### src/rtl/perf_snapshot_writer.sv
// rtl/perf_snapshot_writer.sv - captures perf counters on trigger edge and writes them as 64-bit beats
// Define PERF_SNAPSHOT_TIMESTAMP_EN to prepend a free-running cycle-count word after word0.
module perf_snapshot_writer #(
    parameter int NumCounters = 6,
    parameter int AddrWidth   = 64
) (
    input  logic                      clk_i,
    input  logic                      rst_i,
    input  logic                      trig_i,
    input  logic [NumCounters*64-1:0] counters_i,
    input  logic [AddrWidth-1:0]      base_addr_i,
    output logic                      wr_req_o,
    output logic [AddrWidth-1:0]      wr_addr_o,
    output logic [63:0]               wr_data_o,
    input  logic                      wr_gnt_i,
    output logic                      busy_o,
    output logic                      done_o,
    output logic [15:0]               overrun_cnt_o
);

`ifdef PERF_SNAPSHOT_TIMESTAMP_EN
    localparam int TsWords = 1;
`else
    localparam int TsWords = 0;
`endif
    localparam int NWords = 1 + TsWords + NumCounters;
    localparam int BeatW  = $clog2(NWords);

    typedef enum logic [1:0] {
        IDLE  = 2'd0,
        WRITE = 2'd1,
        DONE  = 2'd2
    } state_t;

    state_t               state_q, state_d;
    logic                 trig_q;
    logic [BeatW-1:0]     beat_q;
    logic [AddrWidth-1:0] base_q;
    logic [63:0]          word0_q;
    logic [31:0]          seq_q;
    logic [15:0]          overrun_q;
    logic [63:0]          snap_q [NumCounters];
    logic [63:0]          word;

    logic trig_edge, base_ok, accept, overrun_ev, beat_gnt, last_beat;
    logic unused_base_bits;

    assign unused_base_bits = ^base_addr_i[2:0];

    // A trigger with an all-zero base (ignoring byte offset) means the buffer is disabled.
    assign trig_edge  = trig_i & ~trig_q;
    assign base_ok    = |base_addr_i[AddrWidth-1:3];
    assign accept     = trig_edge & base_ok & (state_q == IDLE);
    assign overrun_ev = trig_edge & base_ok & (state_q != IDLE);
    assign beat_gnt   = (state_q == WRITE) & wr_gnt_i;
    assign last_beat  = (beat_q == BeatW'(NWords - 1));

    always_ff @(posedge clk_i) begin : state_reg
        if (rst_i) begin
            state_q <= IDLE;
        end else begin
            state_q <= state_d;
        end
    end

    always_comb begin : next_state
        state_d = state_q;
        case (state_q)
            IDLE:    if (accept) state_d = WRITE;
            WRITE:   if (wr_gnt_i && last_beat) state_d = DONE;
            DONE:    state_d = IDLE;
            default: state_d = IDLE;
        endcase
    end

    always_comb begin : outputs
        wr_req_o  = 1'b0;
        wr_addr_o = '0;
        wr_data_o = '0;
        busy_o    = 1'b0;
        done_o    = 1'b0;
        case (state_q)
            WRITE: begin
                wr_req_o  = 1'b1;
                wr_addr_o = base_q + (AddrWidth'(beat_q) << 3);
                wr_data_o = word;
                busy_o    = 1'b1;
            end
            DONE:    done_o = 1'b1;
            default: ;
        endcase
    end

    always_ff @(posedge clk_i) begin : control_regs
        if (rst_i) begin
            trig_q    <= 1'b0;
            beat_q    <= '0;
            base_q    <= '0;
            word0_q   <= '0;
            seq_q     <= '0;
            overrun_q <= '0;
        end else begin
            trig_q <= trig_i;
            if (accept) begin
                beat_q  <= '0;
                base_q  <= {base_addr_i[AddrWidth-1:3], 3'b000};
                word0_q <= {16'(NumCounters), overrun_q, seq_q};
            end else if (beat_gnt) begin
                beat_q <= beat_q + BeatW'(1);
            end
            if (state_q == DONE) begin
                seq_q <= seq_q + 32'd1;
            end
            if (overrun_ev && (overrun_q != 16'hFFFF)) begin
                overrun_q <= overrun_q + 16'd1;
            end
        end
    end

    // Snapshot payload needs no reset: it is only read after a capture loads it.
    always_ff @(posedge clk_i) begin : snapshot_regs
        if (accept) begin
            for (int k = 0; k < NumCounters; k++) begin
                snap_q[k] <= counters_i[64*k +: 64];
            end
        end
    end

`ifdef PERF_SNAPSHOT_TIMESTAMP_EN
    logic [63:0] cycle_q;
    logic [63:0] ts_snap_q;

    always_ff @(posedge clk_i) begin : cycle_counter
        if (rst_i) begin
            cycle_q <= '0;
        end else begin
            cycle_q <= cycle_q + 64'd1;
        end
    end

    always_ff @(posedge clk_i) begin : ts_snapshot
        if (accept) begin
            ts_snap_q <= cycle_q;
        end
    end
`endif

    always_comb begin : word_mux
        word = word0_q;
`ifdef PERF_SNAPSHOT_TIMESTAMP_EN
        if (beat_q == BeatW'(1)) word = ts_snap_q;
`endif
        for (int k = 0; k < NumCounters; k++) begin
            if (beat_q == BeatW'(k + 1 + TsWords)) word = snap_q[k];
        end
    end

    assign overrun_cnt_o = overrun_q;

endmodule

### config.mk
export PLATFORM = sky130hd
export DESIGN_NAME = perf_snapshot_writer
export DESIGN_NICKNAME = d
export VERILOG_FILES = /design/src/rtl/perf_snapshot_writer.sv
export SDC_FILE = /design/constraint.sdc
export NUM_CORES = 1
export LEC_CHECK = 0
export ABC_AREA = 1
export CORE_ASPECT_RATIO = 0.75
export CORE_UTILIZATION = 30
export CTS_CLUSTER_SIZE = 24
export DETAILED_ROUTE_END_ITERATION = 10
export GPL_ROUTABILITY_DRIVEN = 0
export GPL_TIMING_DRIVEN = 0
export PLACE_DENSITY_LB_ADDON = 0.12
export SLEW_MARGIN = 20
export SYNTH_ARGS = -nofsm -noshare
export SYNTH_HDL_FRONTEND = slang
export SYNTH_SLANG_ARGS = --single-unit
### constraint.sdc
create_clock -name clk_i -period 23.9 [get_ports clk_i]
set_input_delay 5.975 -clock clk_i [delete_from_list [all_inputs] [get_ports clk_i]]
set_output_delay 5.975 -clock clk_i [all_outputs]
set_load 0.01 [all_outputs]
==> results of run 1 <==
worst max-delay path, stage by stage (launching register included):
cell and delay, ns:
dfxtp_1 0.35, buf_2 0.23, inv_2 0.15, clkbuf_1 0.28, ha_1 0.29, clkbuf_1 0.40, inv_1 0.32, clkbuf_1 0.67
buf_2 0.42, o211ai_1 0.14, nand3_1 0.09, nand3_1 0.10, a21oi_1 0.37, clkdlybuf4s50_1 0.66
cell type report:
type / instances / area [um2] / share of cell area [%]
clock inverter: 33 / 293 / 0.840
clock buffer: 76 / 1570 / 4.51
tap: 1128 / 1410 / 4.05
timing repair buffer: 599 / 6130 / 17.6
inverter: 199 / 747 / 2.14
multi-input combinational: 1903 / 9050 / 26.0
buffer: 167 / 796 / 2.28
antenna: 16 / 40.0 / 0.115
sequential: 548 / 14800 / 42.5
layout by cell type, fill, tap and decap left out, types with 3 or more instances in the layout:
cell type          n
inv_2              4
dfxtp_1          164
nor2_1           262
xor2_1            37
buf_1             18
inv_1            192
nor4_1             4
clkinv_4           3
clkbuf_16         59
diode_2           16
buf_2             21
ha_1              10
o211ai_1          50
a31oi_1            5
nor2_2             4
conb_1             3
o21ai_0          137
clkinv_1          14
nand2_1          570
clkinv_16          3
clkbuf_8           3
nand4_1           52
nor3_1            36
edfxtp_1         384
nand3_1          537
buf_16             7
a21oi_1          117
buf_6             12
o21ai_1            6
buf_4             13
clkinv_2          12
or2_2             50
clkbuf_1         116
xnor2_1            8
clkdlybuf4s50_1  591
where the power goes:
| part | leakage, nW | internal, W | switching, W |
|---|---|---|---|
| registers | 4.96 | 0.00107 | 0.0000203 |
| logic | 6.75 | 0.0000998 | 0.000105 |
| clock network | 0.905 | 0.000488 | 0.000411 |
kinds of logic (layout without fill, tap and decap cells):
family	count (synthesis)	after routing	share of synthesized area, %
fa+ha+maj	11	11	0.571
simple gates	1527	1527	26.7
compound gates	317	317	6.78
other cells	1	19	0.0148
xor+xnor	45	45	1.55
flops	548	548	58.3
buf+inv	366	1074	6.06
metal layers:
metal / wire length (um) / up-vias
met3: 8580 / 170
li1: - / 11000
met1: 47100 / 10700
met2: 45900 / 763
met5: 274 / -
met4: 2780 / 40
stage by stage:
stage | hold slack [ns] | utilization, %
finish | 0.461 | 41.5
global route | 0.485 | 41.5
CTS | 0.463 | 41.5
detailed placement | 0.454 | 39.3
global placement | 0.449 | 39.0
floorplan | 0.436 | -
worst min-delay path by stage:
stage                 from           to  slack [ns]  depth (start not counted)
4_1_cts        word0_q[49]  word0_q[49]        0.46                          2
2_1_floorplan  word0_q[49]  word0_q[49]        0.44                          2
5_1_grt        word0_q[49]  word0_q[49]        0.48                          2
3_3_place_gp   word0_q[49]  word0_q[49]        0.45                          2
6_report       word0_q[49]  word0_q[49]        0.46                          2
3_5_place_dp   word0_q[49]  word0_q[49]        0.45                          2
sequential cells by signal, indices dropped and copies added (netlist names):
register	count
base_q	61
state_q	2
trig_q	1
overrun_cnt_o	16
word0_q	49
seq_q	32
snap_q	384
beat_q	3
==> qor.yml, run 1 <==
global_routing:
  grt.total_usage_pct: 23.9
  grt.busiest_layer: "met2"
  first_global_vias: 21500
  gr-usage-met1_pct: 33.1
  grt_max_degree: 55
  overflow: 0
  grt_use_met2_pct: 36.0
  grt_pass1_wl_um: 147000
  grtUsageMet3_pct: 6.56
  antenna_found_initial: 37
critical_path:
  worstPathArrival_ns: 5.12
  rr_startpoint: "trig_q"
  critical_path.startpoint_type: "register"
  end_kind: "output pin"
  cp_max_fo: 10
  cp-startpoint: "beat_q[2]"
  ff2ff_path_depth: 8
  crit_end: "wr_data_o[42]"
  crit_required_ns: 17.93
  ff2ff_setup_slack_ns: 20.93
  crit_type: "reg -> out"
  r2r-end: "snap_q[4][9]"
timing:
  clock_skew_ns: 0.0531
  setup_violations: 0
  relSlewSlack_pct: 25.0
  fin_crit_sh_pct: 46.4
  period_minus_slack_ns: 11.09
  setup_ws_ns: 12.81
  hold_violations: 0
  rsz0062_at_grt: "no"
  worstMarginPinSlew_ns: 1.12
  finalSetupTns_ns: 0
  slew_viol_final: 0
  max_freq_mhz: 90.1
layout:
  final_area_um2: 34900
  fillers: 8374
  fin_cells: 4669
  syn2layout_area_growth_pct: 37.2
  drive_gt1_share_pct: 5.79
  finalNetCount: 3940
placed_design:
  portBuffers: 591
  dp_slack_ns: 13.32
  postPlaceCellArea_um2: 33000
  placed_cells: 4544
  dp_hpwl_um: 82500
yosys:
  synth-seq-area-share_pct: 58.3
  synthCells: 2815
  synth.top_cells.by_count: "570 x nand2_1, 537 x nand3_1, 384 x edfxtp_1, 262 x nor2_1, 192 x inv_1"
  ys_types: 37
  syn_area_um2: 25400
  synth.avg_cell_area_um2: 9.02
  async_flop_share_pct: 0
  synth_edf_count: 384
  yosysMostFrequentCell: "nand2_1"
  synth_area_leader_cell: "edfxtp_1"
  netlist.area_leader.share_pct: 45.4
  ys.flop_type: "edfxtp_1"
  synthTopCellsByArea: "edfxtp_1 45%, dfxtp_1 13%, nand3_1 11%"
  ys_warn_count: 0
  ys_seq_elements: 548
route:
  vias: 22600
  final_antenna_net_count: 0
  drt_wl_total_um: 105000
  wl_per_cell_um: 22.4
  drtIter0Drc: 1708
  drc_errors: 0
  first_pass_iters: 7
  viasPerCell: 4.85
clock_network:
  htreeDepth: 2
  cts_setup_buffers: 0
  clk_path_buf_depth: 3
  ctsResizeCount: 0
  cts_hold_buf: 0
  clk_pin_slew_worst_paths_ns: 0.07
  cts_tree: "done"
  cts_root_buf: "clkbuf_16"
  cts_sinks: 548
  clock_latency_ns: 0.68
  cts_made_buffers: 59
pwr:
  p_total_w: 0.00219
  max-vdd-ir-drop_mv: 0.0572
  p_per_area_nw_per_um2: 63.0
  p_leak_nw: 12.6
floorplanning:
  dieArea_um2: 85800
  die-width_um: 338
  ios: 599
  fp-row-count: 92
  core_area_um2: 83900
  initial_core_util_pct: 30.3
  fp.dieH_um: 254
outcome:
  outcome: "completed"
job:
  cap_violations: 0
min_path:
  hold_path.class: "reg -> reg"
No activity file was read; power rests on OpenSTA's default activity.
==> run 2, diff against run 1 <==
- clock period: 23.9 -> 10.7 ns (I/O delays scaled with it)
==> run 2 against run 1 <==
  * Utilization about the same
  * Setup slack got worse by 10 ns
  * Global-route usage decreased by 0.16 points
  * Sequential share of layout area about the same
  * Highest routed layer unchanged
  * Clock skew decreased by 0.018 ns
  * Hold slack improved by 0.0042 ns
  * Sequential power increased by 120%
  * First-iteration DRC count increased by 9.0%
==> qor.yml, run 2 (synthesis results as in run 1) <==
outcome:
  outcome: "completed"
critical_path:
  worstPathArrival_ns: 5.28  # +0.16 ns
  ff2ff_path_depth: 7  # -1
  end_kind: "output pin"
  crit_required_ns: 8.03  # -9.90 ns
  ff2ff_setup_slack_ns: 7.75  # -13.18 ns
  r2r-end: "state_q[0]"
  critical_path.startpoint_type: "register"
  crit_path_frequent_cell: "clkbuf_1"
  crit_end: "wr_data_o[39]"
  cp_max_fo: 10  # unchanged
  path_delay_family: "buffers and inverters"
  slowest_stage: "clkbuf_1"
  crit_type: "reg -> out"
  path_depth: 13  # unchanged
  crit_chain: "buf_2, inv_2, clkbuf_1, ha_1, clkbuf_1, inv_1, clkbuf_1, buf_2, o211ai_1, nand3_1, nand3_1, a21oi_1, clkdlybuf4s50_1"
  cp-startpoint: "beat_q[2]"
  worst-path-buf-inv: 8  # unchanged
  rr_startpoint: "beat_q[0]"
  cpPeakStageDelay_ns: 0.69  # +0.02 ns
placed_design:
  dp_hpwl_um: 81600  # -1.1%
  portBuffers: 591  # unchanged
pwr:
  p_clk_share_pct: 41.9  # +0.9 points
  switching_share_pct: 24.1  # -0.28 points
  combPwrFrac_pct: 9.0  # -0.3 points
  power.share.sequential_pct: 49.0  # -0.7 points
  p_per_area_nw_per_um2: 143  # +130%
  p_int_w: 0.00377  # +130%
  p_leak_nw: 12.6  # about the same
  netSwitchingPower_w: 0.00120  # +120%
  max-vdd-ir-drop_mv: 0.130  # +130%
timing:
  fin_crit_sh_pct: 74.3
  max_freq_mhz: 126
  rsz0062_at_grt: "no"
  hold_violations: 0  # unchanged
  setup_violations: 0  # unchanged
  clock_skew_ns: 0.0350  # -0.0181 ns
  period_minus_slack_ns: 7.95
  relSlewSlack_pct: 30.1  # +5.1 points
  worstMarginPinSlew_ns: 1.05  # -0.0768 ns
  slew_viol_final: 0  # unchanged
  whs_ns: 0.466  # +0.00417 ns
route:
  vias: 22500  # -0.63%
  wl_per_cell_um: 22.3  # -0.49%
  final_antenna_net_count: 0  # unchanged
  drt_wl_total_um: 104000  # -0.49%
  viasPerCell: 4.82  # -0.63%
  drc_errors: 0  # unchanged
  first_pass_iters: 7  # unchanged
  met2_length_um: 46300  # +0.80%
  drt-met1-wl_um: 47000  # -0.25%
  routed.top_layer: "met5"
  wl_met3_um: 8380  # -2.3%
  drtIter0Drc: 1862  # +9.0%
min_path:
  min-delay-start: "word0_q[49]"
  hold_path.class: "reg -> reg"
  whs_path_depth: 2  # unchanged
clock_network:
  cts_root_buf: "clkbuf_16"
  clk_pin_slew_worst_paths_ns: 0.06  # about the same
  clock_latency_ns: 0.67  # about the same
  cts_sinks: 548  # unchanged
  cts_hold_buf: 0  # unchanged
  clk_path_buf_depth: 3  # unchanged
  htreeDepth: 2  # unchanged
  cts_setup_buffers: 0  # unchanged
  cts_made_buffers: 60  # +1.7%
  cts_tree: "done"
  ctsResizeCount: 0  # unchanged
floorplanning:
  die-width_um: 338  # unchanged
  fp.dieH_um: 254  # unchanged
  dieArea_um2: 85800  # unchanged
  fp-row-count: 92  # unchanged
  core_area_um2: 83900  # unchanged
  ios: 599  # unchanged
  initial_core_util_pct: 30.3  # unchanged
global_routing:
  overflow: 0  # unchanged
  grt_pass1_wl_um: 146000  # -0.57%
  first_global_vias: 21400  # -0.46%
  grt_max_degree: 94  # +71%
  grt.total_usage_pct: 23.7  # -0.16 points
  antenna_found_initial: 37  # unchanged
layout:
  seqCellArea_um2: 14800  # unchanged
  layout_common_cells: "591 x clkdlybuf4s50_1, 570 x nand2_1, 537 x nand3_1"
  reg_top3: "snap_q x384, base_q x61, word0_q x49"
  finalNetCount: 3937  # -0.076%
  syn2layout_area_growth_pct: 37.2  # about the same
  fillers: 8427  # +0.63%
  largest_register_ffs: 384  # unchanged
  final_util_pct: 41.5  # about the same
  regMostFlops: "snap_q"
  drive_gt1_share_pct: 5.76  # -0.028 points
  multi_input_area_um2: 9050  # unchanged
  final_common_cell: "clkdlybuf4s50_1"
job:
  cap_violations: 0  # unchanged
-- run 2: how the worst min path moves through the flow --
stage / end / slack [ns]
2_1_floorplan: word0_q[49] / 0.44
3_3_place_gp: word0_q[49] / 0.45
3_5_place_dp: word0_q[25] / 0.46
4_1_cts: word0_q[7] / 0.47
5_1_grt: word0_q[6] / 0.48
6_report: word0_q[49] / 0.47
-- run 2: power groups by stage --
stage	Sequential (W)	Combinational, W	Clock (W)
6_report	0.00244	0.000449	0.00209
5_1_grt	0.00245	0.000484	0.00220
4_1_cts	0.00244	0.000453	0.00213
3_5_place_dp	0.00248	0.000451	0
3_3_place_gp	0.00252	0.000441	0
2_1_floorplan	0.00249	0.000162	0
-- run 2: through the flow --
stage               instances  total power [W]  TNS (ns)  setup slack, ns  instance area [um2]
floorplan                2817          0.00265         0             2.01                25400
global placement         4536          0.00296   -634.40            -2.03                32700
detailed placement       4540          0.00293         0             3.21                32900
CTS                      4653          0.00502         0             2.47                34800
global route             4663          0.00513         0             2.36                34800
finish                   4669          0.00497         0             2.75                34800
-- run 2: tightest hold or removal path: cells and delay by family (launching register included) --
kind,cells,cell delay (ns)
buf+inv,1,0.06
flops,1,0.29
compound gates,1,0.06
-- run 2: routing by layer --
layer / global-route usage (%) / up-vias
met4: 6.54 / 38
met5: 0 / -
met3: 6.46 / 145
li1: - / 11000
met1: 33.2 / 10500
met2: 35.8 / 807
-- run 2: final cells by class --
| class | count | area share (%) |
|---|---|---|
| Sequential cell | 548 | 42.5 |
| Multi-Input combinational cell | 1903 | 26.0 |
| Timing Repair Buffer | 595 | 17.3 |
| Clock buffer | 80 | 4.61 |
| Tap cell | 1128 | 4.05 |
| Buffer | 167 | 2.30 |
| Inverter | 199 | 2.14 |
| Clock inverter | 33 | 0.970 |
| Antenna cell | 16 | 0.115 |
